## src/rtl/pipeline_idc_queue.sv

```systemverilog
// In-order queue of decoded instructions between the decoder and the ID/EX boundary.
// Valid/ready on both sides, flush with saturating drop accounting, zeroed bubble when empty.
module pipeline_idc_queue #(
  parameter int XLEN   = 64,
  parameter int CTRL_W = 24,
  parameter int DEPTH  = 4,
  parameter int CNT_W  = 16
) (
  input  logic                       clk,
  input  logic                       reset,
  input  logic                       flush,
  input  logic                       in_valid,
  output logic                       in_ready,
  input  logic [31:0]                in_inst,
  input  logic [XLEN-1:0]            in_pc,
  input  logic [XLEN-1:0]            in_imm,
  input  logic [CTRL_W-1:0]          in_ctrl,
  output logic                       out_valid,
  input  logic                       out_ready,
  output logic [4:0]                 out_rd,
  output logic [4:0]                 out_rs1,
  output logic [4:0]                 out_rs2,
  output logic [XLEN-1:0]            out_pc,
  output logic [XLEN-1:0]            out_imm,
  output logic [CTRL_W-1:0]          out_ctrl,
  output logic [$clog2(DEPTH+1)-1:0] count,
  output logic [CNT_W-1:0]           drop_cnt
);

  localparam int PTR_W = $clog2(DEPTH);
  localparam int OCC_W = $clog2(DEPTH+1);
  localparam int SUM_W = CNT_W + 1;
  localparam logic [OCC_W-1:0] DEPTH_C = OCC_W'(DEPTH);

  logic [4:0]        rd_q   [DEPTH];
  logic [4:0]        rs1_q  [DEPTH];
  logic [4:0]        rs2_q  [DEPTH];
  logic [XLEN-1:0]   pc_q   [DEPTH];
  logic [XLEN-1:0]   imm_q  [DEPTH];
  logic [CTRL_W-1:0] ctrl_q [DEPTH];

  logic [PTR_W-1:0] head_q, head_d, tail_q, tail_d;
  logic [OCC_W-1:0] count_q, count_d;
  logic [CNT_W-1:0] drop_q, drop_d;
  logic [SUM_W-1:0] dropSum;
  logic             push, pop;
  logic             unusedInstBits;

  assign unusedInstBits = ^{in_inst[31:25], in_inst[14:12], in_inst[6:0]};

  // Handshake qualifiers depend only on registered occupancy.
  assign in_ready  = (count_q < DEPTH_C);
  assign out_valid = (count_q != '0);
  assign push      = in_valid & in_ready;
  assign pop       = out_valid & out_ready;
  assign dropSum   = {1'b0, drop_q} + SUM_W'(count_q);

  always_comb begin
    head_d  = head_q;
    tail_d  = tail_q;
    count_d = count_q;
    drop_d  = drop_q;
    if (flush) begin
      head_d  = '0;
      tail_d  = '0;
      count_d = '0;
      drop_d  = dropSum[CNT_W] ? '1 : dropSum[CNT_W-1:0];
    end else begin
      if (push) tail_d = tail_q + PTR_W'(1);
      if (pop)  head_d = head_q + PTR_W'(1);
      count_d = count_q + OCC_W'(push) - OCC_W'(pop);
    end
  end

  always_ff @(posedge clk or posedge reset) begin
    if (reset) begin
      head_q  <= '0;
      tail_q  <= '0;
      count_q <= '0;
      drop_q  <= '0;
    end else begin
      head_q  <= head_d;
      tail_q  <= tail_d;
      count_q <= count_d;
      drop_q  <= drop_d;
    end
  end

  // Entry storage; a push in a flush cycle is discarded.
  always_ff @(posedge clk or posedge reset) begin
    if (reset) begin
      for (int i = 0; i < DEPTH; i++) begin
        rd_q[i]   <= '0;
        rs1_q[i]  <= '0;
        rs2_q[i]  <= '0;
        pc_q[i]   <= '0;
        imm_q[i]  <= '0;
        ctrl_q[i] <= '0;
      end
    end else if (push && !flush) begin
      rd_q[tail_q]   <= in_inst[11:7];
      rs1_q[tail_q]  <= in_inst[19:15];
      rs2_q[tail_q]  <= in_inst[24:20];
      pc_q[tail_q]   <= in_pc;
      imm_q[tail_q]  <= in_imm;
      ctrl_q[tail_q] <= in_ctrl;
    end
  end

  // Empty queue drives an all-zero bubble so control bits read as inactive.
  assign out_rd   = out_valid ? rd_q[head_q]   : '0;
  assign out_rs1  = out_valid ? rs1_q[head_q]  : '0;
  assign out_rs2  = out_valid ? rs2_q[head_q]  : '0;
  assign out_pc   = out_valid ? pc_q[head_q]   : '0;
  assign out_imm  = out_valid ? imm_q[head_q]  : '0;
  assign out_ctrl = out_valid ? ctrl_q[head_q] : '0;
  assign count    = count_q;
  assign drop_cnt = drop_q;

endmodule
```

## config.mk

```make
export PLATFORM = sky130hd
export DESIGN_NAME = pipeline_idc_queue
export DESIGN_NICKNAME = d
export VERILOG_FILES = /design/src/rtl/pipeline_idc_queue.sv
export SDC_FILE = /design/constraint.sdc
export NUM_CORES = 1
export LEC_CHECK = 0
export CAP_MARGIN = 20
export CORE_MARGIN = 4
export CORE_UTILIZATION = 40
export CTS_CLUSTER_DIAMETER = 100
export CTS_CLUSTER_SIZE = 16
export DETAILED_ROUTE_END_ITERATION = 12
export HOLD_SLACK_MARGIN = 0.08
export PLACE_DENSITY = 0.72
export SLEW_MARGIN = 15
export SYNTH_ARGS = -nofsm -noshare
export SYNTH_HDL_FRONTEND = slang
export SYNTH_SLANG_ARGS = --single-unit
```

## constraint.sdc

```tcl
create_clock -name clk -period 24.8 [get_ports clk]
set_input_delay 4.96 -clock clk [delete_from_list [all_inputs] [get_ports clk]]
set_output_delay 4.96 -clock clk [all_outputs]
set_load 0.02 [all_outputs]
```

==> results.py, run 1 <==
metrics = {
    "clock_network": {
        "cts_root_buf": "clkbuf_16",
        "cts_tree": "built",
        "cts_setup_buffers": 0,
        "path_clk_slew_ns": 0.07,
        "clock_sinks": 691,
        "htreeDepth": 2,
        "clk_latency_ns": 0.58,
        "numCtsBuffers": 49,
        "cts_resized": 0,
        "cts_max_path_buffers": 3,
        "ctsHoldBuffers": 0,
    },
    "final_layout": {
        "drive_above_1_share_pct": 41.3,
        "fin_nets": 2435,
        "stdcell_count": 3384,
        "regArea_mm2": 0.0173,
        "multi_input_area_mm2": 0.0150,
        "fillers": 7093,
        "syn_to_final_growth_pct": 15.0,
        "utilization_pct": 46.5,
    },
    "worst_setup_path": {
        "r2r_start": "count[2]",
        "cp-end-kind": "primary output",
        "reg2reg_to": "rd_q[19]",
        "rrSetupSlack_ns": 20.88,
        "worst_ep_arrival_time_ns": 4.09,
        "worstPathRequired_ns": 19.84,
        "rr_worst_depth": 7,
        "startpoint_type": "flop",
        "setup.worst_path.class": "reg -> out",
        "critPathMaxFanout": 66,
    },
    "floorplanning": {
        "start_util_pct": 40.4,
        "die_w_um": 299,
        "core_mm2": 0.0837,
        "die_h_um": 299,
        "die-area_mm2": 0.0893,
        "ios": 377,
        "fp-row-count": 106,
    },
    "timing": {
        "slew_viol_final": 0,
        "timing.final.crit_share_pct": 36.5,
        "finalHoldViolCount": 0,
        "grt_setup_unrepaired": "no",
        "relSlewSlack_pct": 25.3,
        "period_minus_slack_ns": 9.05,
        "finalWorstSetupSlack_ns": 15.75,
        "fmax_mhz": 110,
        "worst_slew_pin_slew_ns": 1.12,
        "fin_tns_setup_ns": 0,
        "timing.hold.ws_ns": 0.502,
        "skew_ns": 0.00751,
        "setup_viol": 0,
    },
    "global_route": {
        "grt_pass1_wl_um": 124000,
        "globalRouteOverflowTotal": 0,
        "grt.total_usage_pct": 17.4,
        "antenna_found_initial": 16,
        "grt_pass1_vias": 20600,
        "grt_max_degree": 174,
    },
    "routing": {
        "num_vias": 17600,
        "via_per_inst": 5.21,
        "antenna_left": 0,
        "wirelength_um": 78700,
        "route.detailed.drc": 0,
        "drt_iter0_markers": 893,
        "first_pass_iters": 4,
        "wl_per_cell_um": 23.3,
    },
    "placed_design": {
        "gp_congestion": 0.785,
        "io_buffers": 359,
        "dp_cells": 3316,
        "dpl.hpwl_um": 46500,
        "pre_cts_slack_ns": 15.56,
    },
    "logic_synthesis": {
        "ys_types": 41,
        "synthCells": 1936,
        "syn_area_mm2": 0.0338,
        "seq_area_frac_synth_pct": 51.1,
        "syn_nets": 2136,
        "synth_seq_cells": 691,
        "syn_avg_cell_area_um2": 17.5,
        "yosys_warnings": 0,
    },
    "run_status": {
        "outcome": "completed",
    },
    "power": {
        "p_per_area_mw_per_mm2": 127,
        "leakage_nw": 16.7,
        "ir_drop_mv": 0.0918,
    },
    "worst_hold_path": {
        "min_to": "imm_q[47]",
        "min_path_cells": 1,
        "hold_class": "reg -> reg",
        "hold_path.startpoint": "imm_q[47]",
    },
    "flow_run": {
        "drv_cap": 0,
    },
}
-- layer usage --
metal,up-vias,routed length [um],GRT usage (%),part of all wire (%)
li1,7571,-,-,-
met3,106,3700,3.59,4.7
met4,8,1680,4.45,2.1
met1,9591,34200,22.8,43
met2,339,39100,29.8,50
met5,-,47,0,0.060
-- cells by family after synthesis --
group | synth area share, %
mux | 39.2
simple gates | 4.05
flops | 51.1
fa+ha+maj | 0.451
compound gates | 0.211
buf+inv | 4.65
xor+xnor | 0.311
-- through the flow --
step / instance area (um2) / power [mW]
2_1_floorplan: 33800 / 3.42
3_3_place_gp: 37500 / 4.12
3_5_place_dp: 37500 / 4.21
4_1_cts: 38800 / 4.99
5_1_grt: 38900 / 5.19
6_report: 38900 / 4.93
-- flip-flops by register name (all words and copies together) (netlist names) --
register  cells
imm_q       256
pc_q        256
ctrl_q       96
rd_q         20
rs1_q        20
rs2_q        20
drop_cnt     16
count         3
head_q        2
tail_q        2
-- placed cells by master, fill, tap and decap left out, drive strengths merged --
master,Yosys,routed
buf,110,24
mux4,167,167
nor2,12,12
nor2b,3,3
a21oi,4,4
xnor2,10,10
and2,172,172
diode,0,11
or4,1,1
clkbuf,25,53
or3,4,4
a211oi,1,1
nand3,9,9
clkdlybuf4s50,0,359
dfrtp,691,691
mux2,669,669
or2,1,1
nand4,3,3
inv,8,9
o31ai,1,1
xor2,2,2
a31oi,1,1
nor4,2,2
nand2,17,17
mux2i,2,2
nor3,3,3
and3,1,1
o21ai,6,6
fa,2,2
bufinv,0,1
ha,9,9
-- Yosys cell counts (all sizes together) --
library cell | number | area, um2
xnor2 | 10 | 87.6
nor2b | 3 | 21.3
nor4 | 2 | 12.5
a31oi | 1 | 6.26
or4 | 1 | 7.51
mux2i | 2 | 20.0
o31ai | 1 | 7.51
xor2 | 2 | 17.5
dfrtp | 691 | 17300
mux4 | 167 | 3760
ha | 9 | 113
a21oi | 4 | 20.0
nor2 | 12 | 52.6
a211oi | 1 | 7.51
clkbuf | 25 | 93.8
or3 | 4 | 30.0
buf | 110 | 1450
and2 | 172 | 1090
inv | 8 | 30.0
or2 | 1 | 6.26
fa | 2 | 40.0
mux2 | 669 | 9490
o21ai | 6 | 30.0
nand3 | 9 | 45.0
and3 | 1 | 6.26
nor3 | 3 | 15.0
nand4 | 3 | 25.0
nand2 | 17 | 63.8
-- worst max-delay path: stages (launching register included) --
cell and delay (ns):
dfrtp_1 0.54, or3_4 0.68, buf_4 0.60, buf_4 0.68, and2_1 0.27, clkdlybuf4s50_1 0.64
-- power breakdown --
group / total, mW / switching, mW / leakage, nW / internal [mW]
sequential: 1.90 / 0.298 / 8.76 / 1.61
combinational: 2.27 / 0.903 / 7.28 / 1.37
clock: 0.749 / 0.386 / 0.627 / 0.363
total: 4.93 / 1.59 / 16.7 / 3.34
-- worst max-delay path by stage --
stage                   from          end  slack (ns)  cells past startpoint
floorplan              reset     count[0]        0.46                      1
global placement       flush     rd_q[19]       15.69                      6
detailed placement     reset    head_q[1]       15.56                      5
CTS                 count[1]    out_pc[9]       15.60                      5
global route        count[1]  out_imm[39]       15.46                      5
finish              count[1]  out_imm[37]       15.75                      5
-- final cells by class --
cell class              instances  share of cell area (%)
diodes                         11                  0.0708
clock buffers                  53                    3.19
repair buffers                383                    9.93
clock inverters                 2                  0.0997
multi-input cells            1102                    38.5
inverters                       8                  0.0965
well taps                    1134                    3.65
flip-flops and latches        691                    44.5
(Power assumes the default switching activity.)
==> run 2, diff against run 1 <==
clock period = 7.5 ns   (was 24.8 ns; I/O delays follow)
==> results.py, run 2 (synthesized netlist as in run 1, its figures left out) <==
metrics = {
    "global_route": {
        "grt_pass1_vias": 20400,
        "grt_pass1_wl_um": 123000,
        "globalRouteOverflowTotal": 0,
        "antenna_found_initial": 14,
        "grt.total_usage_pct": 17.3,
        "grt_max_degree": 174,
    },
    "placed_design": {
        "io_buffers": 359,
        "gp_congestion": 0.800,
        "dp_cells": 3320,
        "dpl.hpwl_um": 46000,
        "dpl_cell_area_mm2": 0.0377,
    },
    "timing": {
        "timing.final.crit_share_pct": 70.5,
        "relSlewSlack_pct": 21.2,
        "finalHoldViolCount": 0,
        "period_minus_slack_ns": 5.29,
        "fin_tns_setup_ns": 0,
        "slew_viol_final": 0,
        "fmax_mhz": 189,
        "skew_ns": 0.0174,
        "grt_setup_unrepaired": "no",
        "worst_slew_pin_slew_ns": 1.18,
        "setup_viol": 0,
    },
    "clock_network": {
        "cts_root_buf": "clkbuf_16",
        "numCtsBuffers": 49,
        "clock_sinks": 691,
        "cts_resized": 0,
        "cts_tree": "built",
        "clk_latency_ns": 0.59,
        "ctsHoldBuffers": 0,
        "htreeDepth": 2,
        "cts_setup_buffers": 0,
        "path_clk_slew_ns": 0.07,
        "cts_max_path_buffers": 3,
    },
    "routing": {
        "route.detailed.drc": 0,
        "wl_per_cell_um": 23.0,
        "wirelength_um": 77800,
        "via_per_inst": 5.20,
        "antenna_left": 0,
        "num_vias": 17600,
        "first_pass_iters": 5,
        "drt_iter0_markers": 869,
    },
    "worst_setup_path": {
        "rr_worst_depth": 11,
        "worstPathRequired_ns": 6.00,
        "cp-end-kind": "primary output",
        "cp_slowest_cell": "buf_4",
        "crit_chain": "or3_4 -> buf_4 -> and2_1 -> clkdlybuf4s50_1",
        "critPathMaxStageDelay_ns": 0.78,
        "startpoint_type": "flop",
        "worst_ep_arrival_time_ns": 3.79,
        "critPathMaxFanout": 76,
        "setup.worst_path.class": "reg -> out",
    },
    "floorplanning": {
        "fp-row-count": 106,
        "die_w_um": 299,
        "start_util_pct": 40.4,
        "core_mm2": 0.0837,
        "ios": 377,
        "die_h_um": 299,
        "die-area_mm2": 0.0893,
    },
    "final_layout": {
        "top_regs": "imm_q (256), pc_q (256), ctrl_q (96)",
        "fin_nets": 2438,
        "design_area_mm2": 0.0390,
        "final_common_cell": "dfrtp_1",
        "layout_common_cells": "689 x dfrtp_1, 520 x mux2_4, 359 x clkdlybuf4s50_1",
        "drive_above_1_share_pct": 41.4,
        "stdcell_count": 3383,
        "syn_to_final_growth_pct": 15.2,
    },
    "power": {
        "p_per_area_mw_per_mm2": 416,
        "ir_drop_mv": 0.311,
        "leakage_nw": 16.7,
    },
    "worst_hold_path": {
        "hold_class": "reg -> reg",
        "min_path_cells": 1,
    },
    "run_status": {
        "outcome": "completed",
    },
    "flow_run": {
        "drv_cap": 0,
    },
}
## run 2: critical path, delay by kind of cell, from the launching register on
family	cells	cell delay, ns
buf+inv	2	1.42
flops	1	0.54
simple gates	2	1.08
## run 2: cell type report
class,count,area [um2]
tap,1134,1420
sequential,691,17300
inverter,8,33.8
clock inverter,2,17.5
antenna,10,25.0
multi-input combinational,1102,15000
timing repair buffer,386,3980
clock buffer,50,1230
fill,7019,44700
## run 2: report_power, final
part | switching [mW] | internal [mW] | leakage (nW) | total, mW
sequential | 0.961 | 5.31 | 8.76 | 6.27
combinational | 2.98 | 4.54 | 7.31 | 7.53
clock | 1.26 | 1.16 | 0.614 | 2.42
## run 2: per-stage QoR
stage | power, mW | util, % | setup WS [ns] | hold slack [ns]
floorplan | 11.3 | - | -3.46 | 0.475
global route | 17.1 | 46.6 | 1.97 | 0.516
global placement | 13.6 | 45.0 | 2.83 | 0.483
detailed placement | 13.9 | 45.0 | 2.79 | 0.488
CTS | 16.4 | 46.5 | 2.12 | 0.508
finish | 16.2 | 46.6 | 2.21 | 0.505
## run 2: per-layer routing
layer	global-route usage, %	share of wire, %	vias up
met2	29.3	50	342
met1	23.2	44	9590
li1	-	-	7569
met4	4.25	1.9	8
met3	3.15	4.3	96
met5	0	0.059	-
## run 2: worst paths after layout
path	from	endpoint	slack [ns]
worst max-delay path	count[2]	out_imm[33]	2.21
worst min-delay path	imm_q[119]	imm_q[119]	0.51
worst max register to register	count[2]	count[2]	3.61
worst min register to register	imm_q[119]	imm_q[119]	0.51
max in group asynchronous	reset	imm_q[101]	4.43
min in group asynchronous	reset	ctrl_q[78]	1.32
